**src/rtl/scaler_pkg.sv**
```systemverilog
// Shared types for the image-scaling engine: op encoding, FSM states
// and accumulator sizing used by the block-average unit.
package scaler_pkg;

    typedef enum logic [1:0] {
        OP_COPY = 2'd0,
        OP_UP   = 2'd1,
        OP_DEC  = 2'd2,
        OP_AVG  = 2'd3
    } op_e;

    typedef enum logic [1:0] {
        S_IDLE  = 2'd0,
        S_RUN   = 2'd1,
        S_DRAIN = 2'd2,
        S_DONE  = 2'd3
    } state_e;

    localparam int PIX_W_DEF    = 8;
    localparam int MAX_LOG2_DEF = 2;

    // A block of F*F pixels needs 2*log2(F) extra bits of headroom.
    localparam int ACC_W = PIX_W_DEF + 2 * MAX_LOG2_DEF;

    function automatic int acc_w(input int pix_w, input int max_log2);
        return pix_w + 2 * max_log2;
    endfunction

endpackage

```
**src/rtl/scaler_block_accum.sv**
```systemverilog
// Block-average unit: clears on the first pixel of a block, accumulates
// the rest, and presents floor(sum / F^2) combinationally.
// Ports: clk, reset (async, active-low), vld_i (pixel valid),
//   clr_i (first pixel of block), k_i (log2 F), pix_i (pixel in),
//   avg_o (average including the current pixel).
module scaler_block_accum
    import scaler_pkg::*;
#(
    parameter int PIX_W    = PIX_W_DEF,
    parameter int MAX_LOG2 = MAX_LOG2_DEF,
    parameter int ACC_W    = acc_w(PIX_W, MAX_LOG2)
) (
    input  logic             clk,
    input  logic             reset,
    input  logic             vld_i,
    input  logic             clr_i,
    input  logic [1:0]       k_i,
    input  logic [PIX_W-1:0] pix_i,
    output logic [PIX_W-1:0] avg_o
);

    logic [ACC_W-1:0] acc_q;
    logic [ACC_W-1:0] acc_d;
    logic [ACC_W-1:0] sum;

    always_comb begin
        sum   = (clr_i ? '0 : acc_q) + ACC_W'(pix_i);
        acc_d = vld_i ? sum : acc_q;
        // Divide by F^2 = shift by 2k; the result always fits in PIX_W.
        avg_o = PIX_W'(sum >> {k_i, 1'b0});
    end

    always_ff @(posedge clk or negedge reset) begin
        if (!reset) begin
            acc_q <= '0;
        end else begin
            acc_q <= acc_d;
        end
    end

endmodule

```
**src/rtl/img_scaler_engine.sv**
```systemverilog
// Image-scaling engine: streams ROM pixels, writes scaled pixels to RAM.
// Ops COPY/UP/DEC/AVG at factor 1<<k; start/busy/done handshake.
// Ports: clk, reset (async, active-low), start, op, fact_log2, abort,
//   busy, done, err, rom_addr, rom_data, ram_wraddr, ram_data, ram_wren.
// Build option: SCALER_AVG_EN compiles in the block-average datapath.
module img_scaler_engine
    import scaler_pkg::*;
#(
    parameter int SRC_W    = 160,
    parameter int SRC_H    = 120,
    parameter int DST_W    = 640,
    parameter int PIX_W    = 8,
    parameter int ADDR_W   = 19,
    parameter int MAX_LOG2 = 2
) (
    input  logic              clk,
    input  logic              reset,
    input  logic              start,
    input  logic [1:0]        op,
    input  logic [1:0]        fact_log2,
    input  logic              abort,
    output logic              busy,
    output logic              done,
    output logic              err,
    output logic [ADDR_W-1:0] rom_addr,
    input  logic [PIX_W-1:0]  rom_data,
    output logic [ADDR_W-1:0] ram_wraddr,
    output logic [PIX_W-1:0]  ram_data,
    output logic              ram_wren
);

    localparam logic [ADDR_W-1:0] SW  = ADDR_W'(SRC_W);
    localparam logic [ADDR_W-1:0] SH  = ADDR_W'(SRC_H);
    localparam logic [ADDR_W-1:0] DW  = ADDR_W'(DST_W);
    localparam logic [ADDR_W-1:0] ONE = ADDR_W'(1);

    state_e state_q, state_d;
    op_e    op_q, op_d, op_in;
    logic [1:0] k_q, k_d;
    logic       err_q, err_d;

    // Output-pixel coordinates and sub-block / replication counters.
    logic [ADDR_W-1:0] ox_q, ox_d, oy_q, oy_d;
    logic [ADDR_W-1:0] bx_q, bx_d, by_q, by_d;

    // Source pointers: read row, read column, block column, block row.
    logic [ADDR_W-1:0] row_q, row_d, col_q, col_d;
    logic [ADDR_W-1:0] cx_q, cx_d, base_q, base_d;

    // Destination pointers for the pixel being read.
    logic [ADDR_W-1:0] dst_row_q, dst_row_d, dst_q, dst_d;

    logic [ADDR_W-1:0] rom_addr_q, rom_addr_d;

    // Stage tracking the read whose data arrives this cycle.
    logic              p1_vld_q, p1_vld_d;
    logic              p1_last_q, p1_last_d;
    logic [ADDR_W-1:0] p1_dst_q, p1_dst_d;

    logic [ADDR_W-1:0] wr_addr_q, wr_addr_d;
    logic [PIX_W-1:0]  wr_data_q, wr_data_d;
    logic              wren_q, wren_d;

    logic [ADDR_W-1:0] f, fm1, sw_k, xlast, ylast;
    logic [ADDR_W-1:0] nb_cx, nb_base;
    logic              is_avg, pix_done, row_adv, fin, k_bad, bad_req;
    logic [PIX_W-1:0]  pix_out;

    assign op_in = op_e'(op);
    assign k_bad = int'(fact_log2) > MAX_LOG2;

`ifdef SCALER_AVG_EN
    assign bad_req = k_bad;
    assign is_avg  = (op_q == OP_AVG);
`else
    assign bad_req = k_bad || (op_in == OP_AVG);
    assign is_avg  = 1'b0;
`endif

    assign f    = ONE << k_q;
    assign fm1  = f - ONE;
    assign sw_k = SW << k_q;

    assign xlast = (op_q == OP_UP) ? (SW << k_q) - ONE
                                   : (SW >> k_q) - ONE;
    assign ylast = (op_q == OP_UP) ? (SH << k_q) - ONE
                                   : (SH >> k_q) - ONE;

    // Non-average ops finish a pixel on every read.
    assign pix_done = !is_avg || ((bx_q == fm1) && (by_q == fm1));
    assign row_adv  = (ox_q == xlast);
    assign fin      = row_adv && (oy_q == ylast) && pix_done;

    // Next block origin for DEC/COPY and for AVG at block end.
    assign nb_cx   = row_adv ? '0 : cx_q + f;
    assign nb_base = row_adv ? base_q + sw_k : base_q;

    always_comb begin
        state_d   = state_q;
        op_d      = op_q;
        k_d       = k_q;
        err_d     = err_q;
        ox_d      = ox_q;
        oy_d      = oy_q;
        bx_d      = bx_q;
        by_d      = by_q;
        row_d     = row_q;
        col_d     = col_q;
        cx_d      = cx_q;
        base_d    = base_q;
        dst_row_d = dst_row_q;
        dst_d     = dst_q;
        p1_vld_d  = 1'b0;
        p1_last_d = p1_last_q;
        p1_dst_d  = p1_dst_q;

        unique case (state_q)
            S_IDLE: begin
                if (start) begin
                    err_d   = bad_req;
                    state_d = bad_req ? S_DONE : S_RUN;
                    // k=0 degenerates to COPY; COPY ignores k.
                    op_d    = (fact_log2 == 2'd0) ? OP_COPY : op_in;
                    k_d     = (op_in == OP_COPY) ? 2'd0 : fact_log2;
                    ox_d      = '0;
                    oy_d      = '0;
                    bx_d      = '0;
                    by_d      = '0;
                    row_d     = '0;
                    col_d     = '0;
                    cx_d      = '0;
                    base_d    = '0;
                    dst_row_d = '0;
                    dst_d     = '0;
                end
            end
            S_RUN: begin
                if (abort) begin
                    state_d = S_IDLE;
                end else begin
                    p1_vld_d  = 1'b1;
                    p1_last_d = pix_done;
                    p1_dst_d  = dst_q;
                    if (fin) begin
                        state_d = S_DRAIN;
                    end else begin
                        if (pix_done) begin
                            if (row_adv) begin
                                ox_d      = '0;
                                oy_d      = oy_q + ONE;
                                dst_row_d = dst_row_q + DW;
                                dst_d     = dst_row_q + DW;
                            end else begin
                                ox_d  = ox_q + ONE;
                                dst_d = dst_q + ONE;
                            end
                        end
                        unique case (op_q)
                            OP_UP: begin
                                // bx/by count output repeats of one source pixel.
                                if (row_adv) begin
                                    col_d = '0;
                                    bx_d  = '0;
                                    if (by_q == fm1) begin
                                        by_d  = '0;
                                        row_d = row_q + SW;
                                    end else begin
                                        by_d = by_q + ONE;
                                    end
                                end else if (bx_q == fm1) begin
                                    bx_d  = '0;
                                    col_d = col_q + ONE;
                                end else begin
                                    bx_d = bx_q + ONE;
                                end
                            end
`ifdef SCALER_AVG_EN
                            OP_AVG: begin
                                // Raster walk inside the F x F block.
                                if (bx_q != fm1) begin
                                    bx_d  = bx_q + ONE;
                                    col_d = col_q + ONE;
                                end else if (by_q != fm1) begin
                                    bx_d  = '0;
                                    by_d  = by_q + ONE;
                                    row_d = row_q + SW;
                                    col_d = cx_q;
                                end else begin
                                    bx_d   = '0;
                                    by_d   = '0;
                                    cx_d   = nb_cx;
                                    col_d  = nb_cx;
                                    base_d = nb_base;
                                    row_d  = nb_base;
                                end
                            end
`endif
                            default: begin
                                cx_d   = nb_cx;
                                col_d  = nb_cx;
                                base_d = nb_base;
                                row_d  = nb_base;
                            end
                        endcase
                    end
                end
            end
            S_DRAIN: begin
                if (abort) begin
                    state_d = S_IDLE;
                end else if (!p1_vld_q) begin
                    state_d = S_DONE;
                end
            end
            S_DONE: begin
                state_d = S_IDLE;
            end
        endcase

        rom_addr_d = row_d + col_d;

        // p1 is only valid in RUN/DRAIN, so abort alone kills the write.
        wren_d    = p1_vld_q && p1_last_q && !abort;
        wr_addr_d = wr_addr_q;
        wr_data_d = wr_data_q;
        if (p1_vld_q && p1_last_q) begin
            wr_addr_d = p1_dst_q;
            wr_data_d = pix_out;
        end
    end

`ifdef SCALER_AVG_EN
    localparam int AW = acc_w(PIX_W, MAX_LOG2);

    logic             p1_first_q;
    logic [PIX_W-1:0] avg_pix;

    always_ff @(posedge clk or negedge reset) begin
        if (!reset) begin
            p1_first_q <= 1'b0;
        end else begin
            p1_first_q <= (bx_q == '0) && (by_q == '0);
        end
    end

    scaler_block_accum #(
        .PIX_W    (PIX_W),
        .MAX_LOG2 (MAX_LOG2),
        .ACC_W    (AW)
    ) u_accum (
        .clk   (clk),
        .reset (reset),
        .vld_i (p1_vld_q && is_avg),
        .clr_i (p1_first_q),
        .k_i   (k_q),
        .pix_i (rom_data),
        .avg_o (avg_pix)
    );

    assign pix_out = is_avg ? avg_pix : rom_data;
`else
    assign pix_out = rom_data;
`endif

    always_ff @(posedge clk or negedge reset) begin
        if (!reset) begin
            state_q    <= S_IDLE;
            op_q       <= OP_COPY;
            k_q        <= '0;
            err_q      <= 1'b0;
            ox_q       <= '0;
            oy_q       <= '0;
            bx_q       <= '0;
            by_q       <= '0;
            row_q      <= '0;
            col_q      <= '0;
            cx_q       <= '0;
            base_q     <= '0;
            dst_row_q  <= '0;
            dst_q      <= '0;
            rom_addr_q <= '0;
            p1_vld_q   <= 1'b0;
            p1_last_q  <= 1'b0;
            p1_dst_q   <= '0;
            wr_addr_q  <= '0;
            wr_data_q  <= '0;
            wren_q     <= 1'b0;
        end else begin
            state_q    <= state_d;
            op_q       <= op_d;
            k_q        <= k_d;
            err_q      <= err_d;
            ox_q       <= ox_d;
            oy_q       <= oy_d;
            bx_q       <= bx_d;
            by_q       <= by_d;
            row_q      <= row_d;
            col_q      <= col_d;
            cx_q       <= cx_d;
            base_q     <= base_d;
            dst_row_q  <= dst_row_d;
            dst_q      <= dst_d;
            rom_addr_q <= rom_addr_d;
            p1_vld_q   <= p1_vld_d;
            p1_last_q  <= p1_last_d;
            p1_dst_q   <= p1_dst_d;
            wr_addr_q  <= wr_addr_d;
            wr_data_q  <= wr_data_d;
            wren_q     <= wren_d;
        end
    end

    assign busy       = (state_q == S_RUN) || (state_q == S_DRAIN);
    assign done       = (state_q == S_DONE);
    assign err        = err_q;
    assign rom_addr   = rom_addr_q;
    assign ram_wraddr = wr_addr_q;
    assign ram_data   = wr_data_q;
    assign ram_wren   = wren_q;

endmodule

```
**config.mk**
```make
export PLATFORM = sky130hd
export DESIGN_NAME = img_scaler_engine
export DESIGN_NICKNAME = d
export VERILOG_FILES = /design/src/rtl/scaler_pkg.sv /design/src/rtl/scaler_block_accum.sv /design/src/rtl/img_scaler_engine.sv
export SDC_FILE = /design/constraint.sdc
export NUM_CORES = 1
export LEC_CHECK = 0
export CELL_PAD_IN_SITES_DETAIL_PLACEMENT = 0
export CELL_PAD_IN_SITES_GLOBAL_PLACEMENT = 1
export CORE_ASPECT_RATIO = 1.5
export CORE_MARGIN = 2
export CORE_UTILIZATION = 53
export CTS_BUF_LIST = sky130_fd_sc_hd__clkbuf_2 sky130_fd_sc_hd__clkbuf_4 sky130_fd_sc_hd__clkbuf_8
export CTS_CLUSTER_SIZE = 8
export DETAILED_ROUTE_END_ITERATION = 10
export PLACE_DENSITY = 0.95
export SLEW_MARGIN = 20
export SYNTH_ARGS = -nofsm -noshare
export SYNTH_HDL_FRONTEND = slang
export SYNTH_HIERARCHICAL = 1
export SYNTH_SLANG_ARGS = --single-unit
```
**constraint.sdc**
```tcl
create_clock -name clk -period 17.9 [get_ports clk]
set_clock_uncertainty 0.2 [all_clocks]
set_input_delay 4.475 -clock clk [delete_from_list [all_inputs] [get_ports clk]]
set_output_delay 4.475 -clock clk [all_outputs]
set_load 0.1 [all_outputs]
```
==> run_summary.xml <==
<?xml version="1.0" encoding="UTF-8"?>
<metrics>
  <group name="clock_tree">
    <metric name="number_of_cts_inserted_buffers" unit="">42</metric>
    <metric name="tritoncts_num_sinks" unit="">253</metric>
    <metric name="clk_pin_slew" unit="ns">0.06</metric>
    <metric name="cts.hold.buffers_added" unit="">0</metric>
    <metric name="postCtsResizedCells" unit="">0</metric>
    <metric name="h-tree-depth" unit="">2</metric>
    <metric name="worst_skew_pair.late_latency" unit="ns">0.58</metric>
    <metric name="cts_tree" unit="">done</metric>
    <metric name="cts_root_buf" unit="">sky130_fd_sc_hd__clkbuf_8</metric>
    <metric name="clock_tree.buffer_depth" unit="">3</metric>
    <metric name="cts_post_setup_buffers_inserted" unit="">0</metric>
  </group>
  <group name="final_layout">
    <metric name="finish.utilization" unit="">0.592</metric>
    <metric name="final_layout_size_suffix_gt1_frac" unit="">0.0870</metric>
    <metric name="mostFrequentLayoutCell" unit="">sky130_fd_sc_hd__dfrtp_1</metric>
    <metric name="syn2layout_area_growth" unit="%">11.0</metric>
    <metric name="layout_common_cells" unit="">253 x sky130_fd_sc_hd__dfrtp_1, 226 x sky130_fd_sc_hd__nand2_1, 135 x sky130_fd_sc_hd__o21ai_0</metric>
    <metric name="fin_nets" unit="">1758</metric>
    <metric name="antenna_cells" unit="">0</metric>
    <metric name="fillCellCount" unit="">2474</metric>
  </group>
  <group name="place">
    <metric name="dp_hpwl" unit="µm">27000</metric>
    <metric name="place.port_buffers" unit="">65</metric>
    <metric name="gp_congestion" unit="">0.897</metric>
  </group>
  <group name="setup_path">
    <metric name="worstPathCellList" unit="">clkdlybuf4s50_1 -&gt; nand2b_1 -&gt; nor2_1 -&gt; nand2_1 -&gt; o21ai_1 -&gt; mux2i_1 -&gt; o21ai_0 -&gt; ha_1 -&gt; inv_1 -&gt; fa_1 -&gt; nand2b_1 -&gt; a21oi_1 -&gt; o21ba_2 -&gt; a41oi_1 -&gt; a21oi_1 -&gt; a41oi_1 -&gt; a21oi_1 -&gt; nor2_1 -&gt; xnor3_1</metric>
    <metric name="worst-path-max-fanout" unit="">23</metric>
    <metric name="critPathTopFamily" unit="">compound AO/OA/AOI/OAI gates</metric>
    <metric name="worst_ep_arrival_time" unit="ns">9.73</metric>
    <metric name="setup.reg_to_reg.worst_slack" unit="ns">10.73</metric>
    <metric name="r2r_cells" unit="">27</metric>
    <metric name="type_of_origin_of_the_critical_path" unit="">input port</metric>
    <metric name="cp_num_buf_inv" unit="">2</metric>
    <metric name="cp_slowest_cell" unit="">sky130_fd_sc_hd__clkdlybuf4s50_1</metric>
    <metric name="critical_path.reg2reg.startpoint" unit="">k_q[1]$_DFFE_PN0P_</metric>
    <metric name="timing.rr.end" unit="">rom_addr[18]$_DFF_PN0_</metric>
    <metric name="timing.critical_path.mode_cell" unit="">sky130_fd_sc_hd__a21oi_1</metric>
    <metric name="worstPathRequired" unit="ns">18.15</metric>
    <metric name="worst_path_largest_cell_delay" unit="ns">0.76</metric>
    <metric name="kind_of_critical_path" unit="">in2reg</metric>
    <metric name="timing.critical_path.to_type" unit="">register</metric>
  </group>
  <group name="yosys">
    <metric name="mappedNetlistNets" unit="">1716</metric>
    <metric name="synth-main-ff-cell" unit="">sky130_fd_sc_hd__dfrtp_1</metric>
    <metric name="post_synthesis_cell_type_count" unit="">87</metric>
    <metric name="syn_avg_cell_area" unit="µm²">8.97</metric>
    <metric name="synth.ff_latch_count" unit="">253</metric>
    <metric name="syn-instance-count" unit="">1652</metric>
    <metric name="synth_area_leader_cell" unit="">sky130_fd_sc_hd__dfrtp_1</metric>
    <metric name="synth_warnings" unit="">6</metric>
    <metric name="yosys.area.top_type_share" unit="">0.427</metric>
    <metric name="synth.top_cells.by_area" unit="">sky130_fd_sc_hd__dfrtp_1 43%, sky130_fd_sc_hd__nand2_1 5.7%, sky130_fd_sc_hd__o21ai_0 4.6%, sky130_fd_sc_hd__ha_1 3.8%, sky130_fd_sc_hd__xor2_1 3.4%</metric>
    <metric name="synth_enable_flop_cells" unit="">0</metric>
    <metric name="synth.yosys.seq_area_share" unit="">0.427</metric>
    <metric name="synthArstFlopShare" unit="">1.00</metric>
    <metric name="post_synth_instance_area" unit="µm²">14800</metric>
  </group>
  <group name="global_routing">
    <metric name="globalRouteMet1Util" unit="">0.319</metric>
    <metric name="groute.layer.met3.usage" unit="">0.0387</metric>
    <metric name="grt.busiest_layer" unit="">met2</metric>
    <metric name="groute.usage.overall" unit="">0.267</metric>
    <metric name="grt_max_degree" unit="">117</metric>
    <metric name="grt_pass1_wl" unit="µm">64200</metric>
    <metric name="antenna_found_initial" unit="">0</metric>
    <metric name="grt_overflow" unit="">0</metric>
    <metric name="grt_util_met2" unit="">0.470</metric>
    <metric name="first_global_vias" unit="">12700</metric>
  </group>
  <group name="power_and_ir_drop">
    <metric name="power.ir.vdd_worst" unit="mV">0.0963</metric>
    <metric name="power_per_cell_area" unit="nW/µm²">137</metric>
    <metric name="finalPower" unit="mW">2.25</metric>
    <metric name="leakagePower" unit="nW">7.34</metric>
  </group>
  <group name="timing">
    <metric name="tightestPinTransition" unit="ns">1.15</metric>
    <metric name="setup_violations" unit="">0</metric>
    <metric name="fin_crit_sh" unit="">0.529</metric>
    <metric name="timing.final.hold_violations" unit="">0</metric>
    <metric name="total_negative_slack_for_setup_checks" unit="ns">0</metric>
    <metric name="grt_setup_unrepaired" unit="">no</metric>
    <metric name="period_needed" unit="ns">9.48</metric>
    <metric name="slew-limit-headroom" unit="">0.221</metric>
    <metric name="holdWs" unit="ns">0.271</metric>
    <metric name="max_clock_freq" unit="GHz">0.106</metric>
    <metric name="drv_slew" unit="">0</metric>
  </group>
  <group name="die">
    <metric name="chipWidth" unit="µm">141</metric>
    <metric name="starting_utilization_of_the_core_area" unit="">0.534</metric>
    <metric name="fp-row-count" unit="">75</metric>
    <metric name="die_height" unit="µm">209</metric>
    <metric name="core_area" unit="µm²">27800</metric>
    <metric name="fp.dieArea" unit="µm²">29300</metric>
    <metric name="io_pins" unit="">66</metric>
  </group>
  <group name="hold_path">
    <metric name="worst_hold_startpoint" unit="">p1_dst_q[2]$_DFFE_PN0P_</metric>
    <metric name="hold_class" unit="">reg2reg</metric>
    <metric name="worst_hold_path.num_cells" unit="">2</metric>
    <metric name="min_delay_worst_endpoint" unit="">p1_dst_q[2]$_DFFE_PN0P_</metric>
  </group>
  <group name="job">
    <metric name="max_capacitance_violation_total" unit="">0</metric>
  </group>
  <group name="outcome">
    <metric name="status" unit="">finished clean</metric>
  </group>
  <group name="drt">
    <metric name="drt.antenna.violating_nets" unit="">0</metric>
    <metric name="routed_via_density" unit="">6.16</metric>
    <metric name="route.final.wire_length" unit="µm">39000</metric>
    <metric name="route.detailed.wl_per_inst" unit="µm">18.9</metric>
    <metric name="drt_first_iter_violations" unit="">883</metric>
    <metric name="drc" unit="">0</metric>
    <metric name="vias_after_detailed_routing" unit="">12700</metric>
    <metric name="detailedRoute.firstPassIterationCount" unit="">5</metric>
  </group>
</metrics>
==> routing by layer <==
layer  share of wire  routed length (µm)
met1            0.40               15700
met2            0.51               19700
met4           0.046                1790
met5               0                   0
met3           0.047                1820
==> kinds of logic after synthesis <==
logic type / after synthesis / share of synthesized area
compound gates: 410 / 0.183
xor+xnor: 107 / 0.0642
fa+ha+maj: 48 / 0.0420
buf+inv: 121 / 0.0349
flops: 253 / 0.427
mux: 35 / 0.0259
other cells: 1 / 0.000253
simple gates: 677 / 0.223
==> layout make-up <==
type / instances / area, µm² / share of cell area
clock inverters: 5 / 43.8 / 0.00266
well taps: 346 / 433 / 0.0263
multi-input cells: 1278 / 7990 / 0.486
clock buffers: 58 / 717 / 0.0436
inverters: 34 / 128 / 0.00776
flip-flops and latches: 253 / 6330 / 0.385
repair buffers: 85 / 810 / 0.0492
==> how the worst max path moves through the flow <==
stage | start | endpoint | slack [ns] | depth (start not counted)
global placement | abort | rom_addr[18]$_DFF_PN0_ | 8.03 | 19
CTS | abort | rom_addr[18]$_DFF_PN0_ | 8.49 | 19
detailed placement | abort | rom_addr[18]$_DFF_PN0_ | 7.91 | 19
finish | abort | rom_addr[18]$_DFF_PN0_ | 8.42 | 19
floorplan | abort | rom_addr[18]$_DFF_PN0_ | 9.88 | 19
global route | abort | rom_addr[18]$_DFF_PN0_ | 8.02 | 19
==> state kept, by name (all words and copies together), names as in the netlist, 8 cells and up <==
name        count
rom_addr       19
cx_q           19
bx_q           19
ram_wraddr     19
dst_q          19
ram_data        8
ox_q           19
base_q         14
by_q           19
col_q          19
dst_row_q      12
p1_dst_q       19
row_q          19
oy_q           19
==> stage by stage <==
step	std cells	worst slack [ns]	cell area, µm²
floorplan	1652	9.88	14800
global placement	1996	8.03	15700
detailed placement	1996	7.91	15700
CTS	2059	8.49	16400
global route	2059	8.02	16500
finish	2059	8.42	16500
==> worst min-delay path, cell delays in order, from the launching register on <==
cell and delay [ns]:
sky130_fd_sc_hd__dfrtp_1 0.34, sky130_fd_sc_hd__nand2_1 0.05, sky130_fd_sc_hd__nand2_1 0.05
==> report_power, final <==
group	internal (mW)	switching, mW
registers	0.642	0.0608
logic	0.286	0.771
clock network	0.257	0.233
total	1.18	1.06
==> Yosys cell counts, drive strengths merged (31+ instances only) <==
library cell / count
xor2: 58
nor3: 35
nand4: 36
nand3: 81
o21ai: 167
and3: 48
a21oi: 76
nand2: 231
inv: 33
ha: 45
dfrtp: 253
clkbuf: 56
nor2: 131
xnor2: 48
buf: 31
Power figures use the tool's default switching activity.
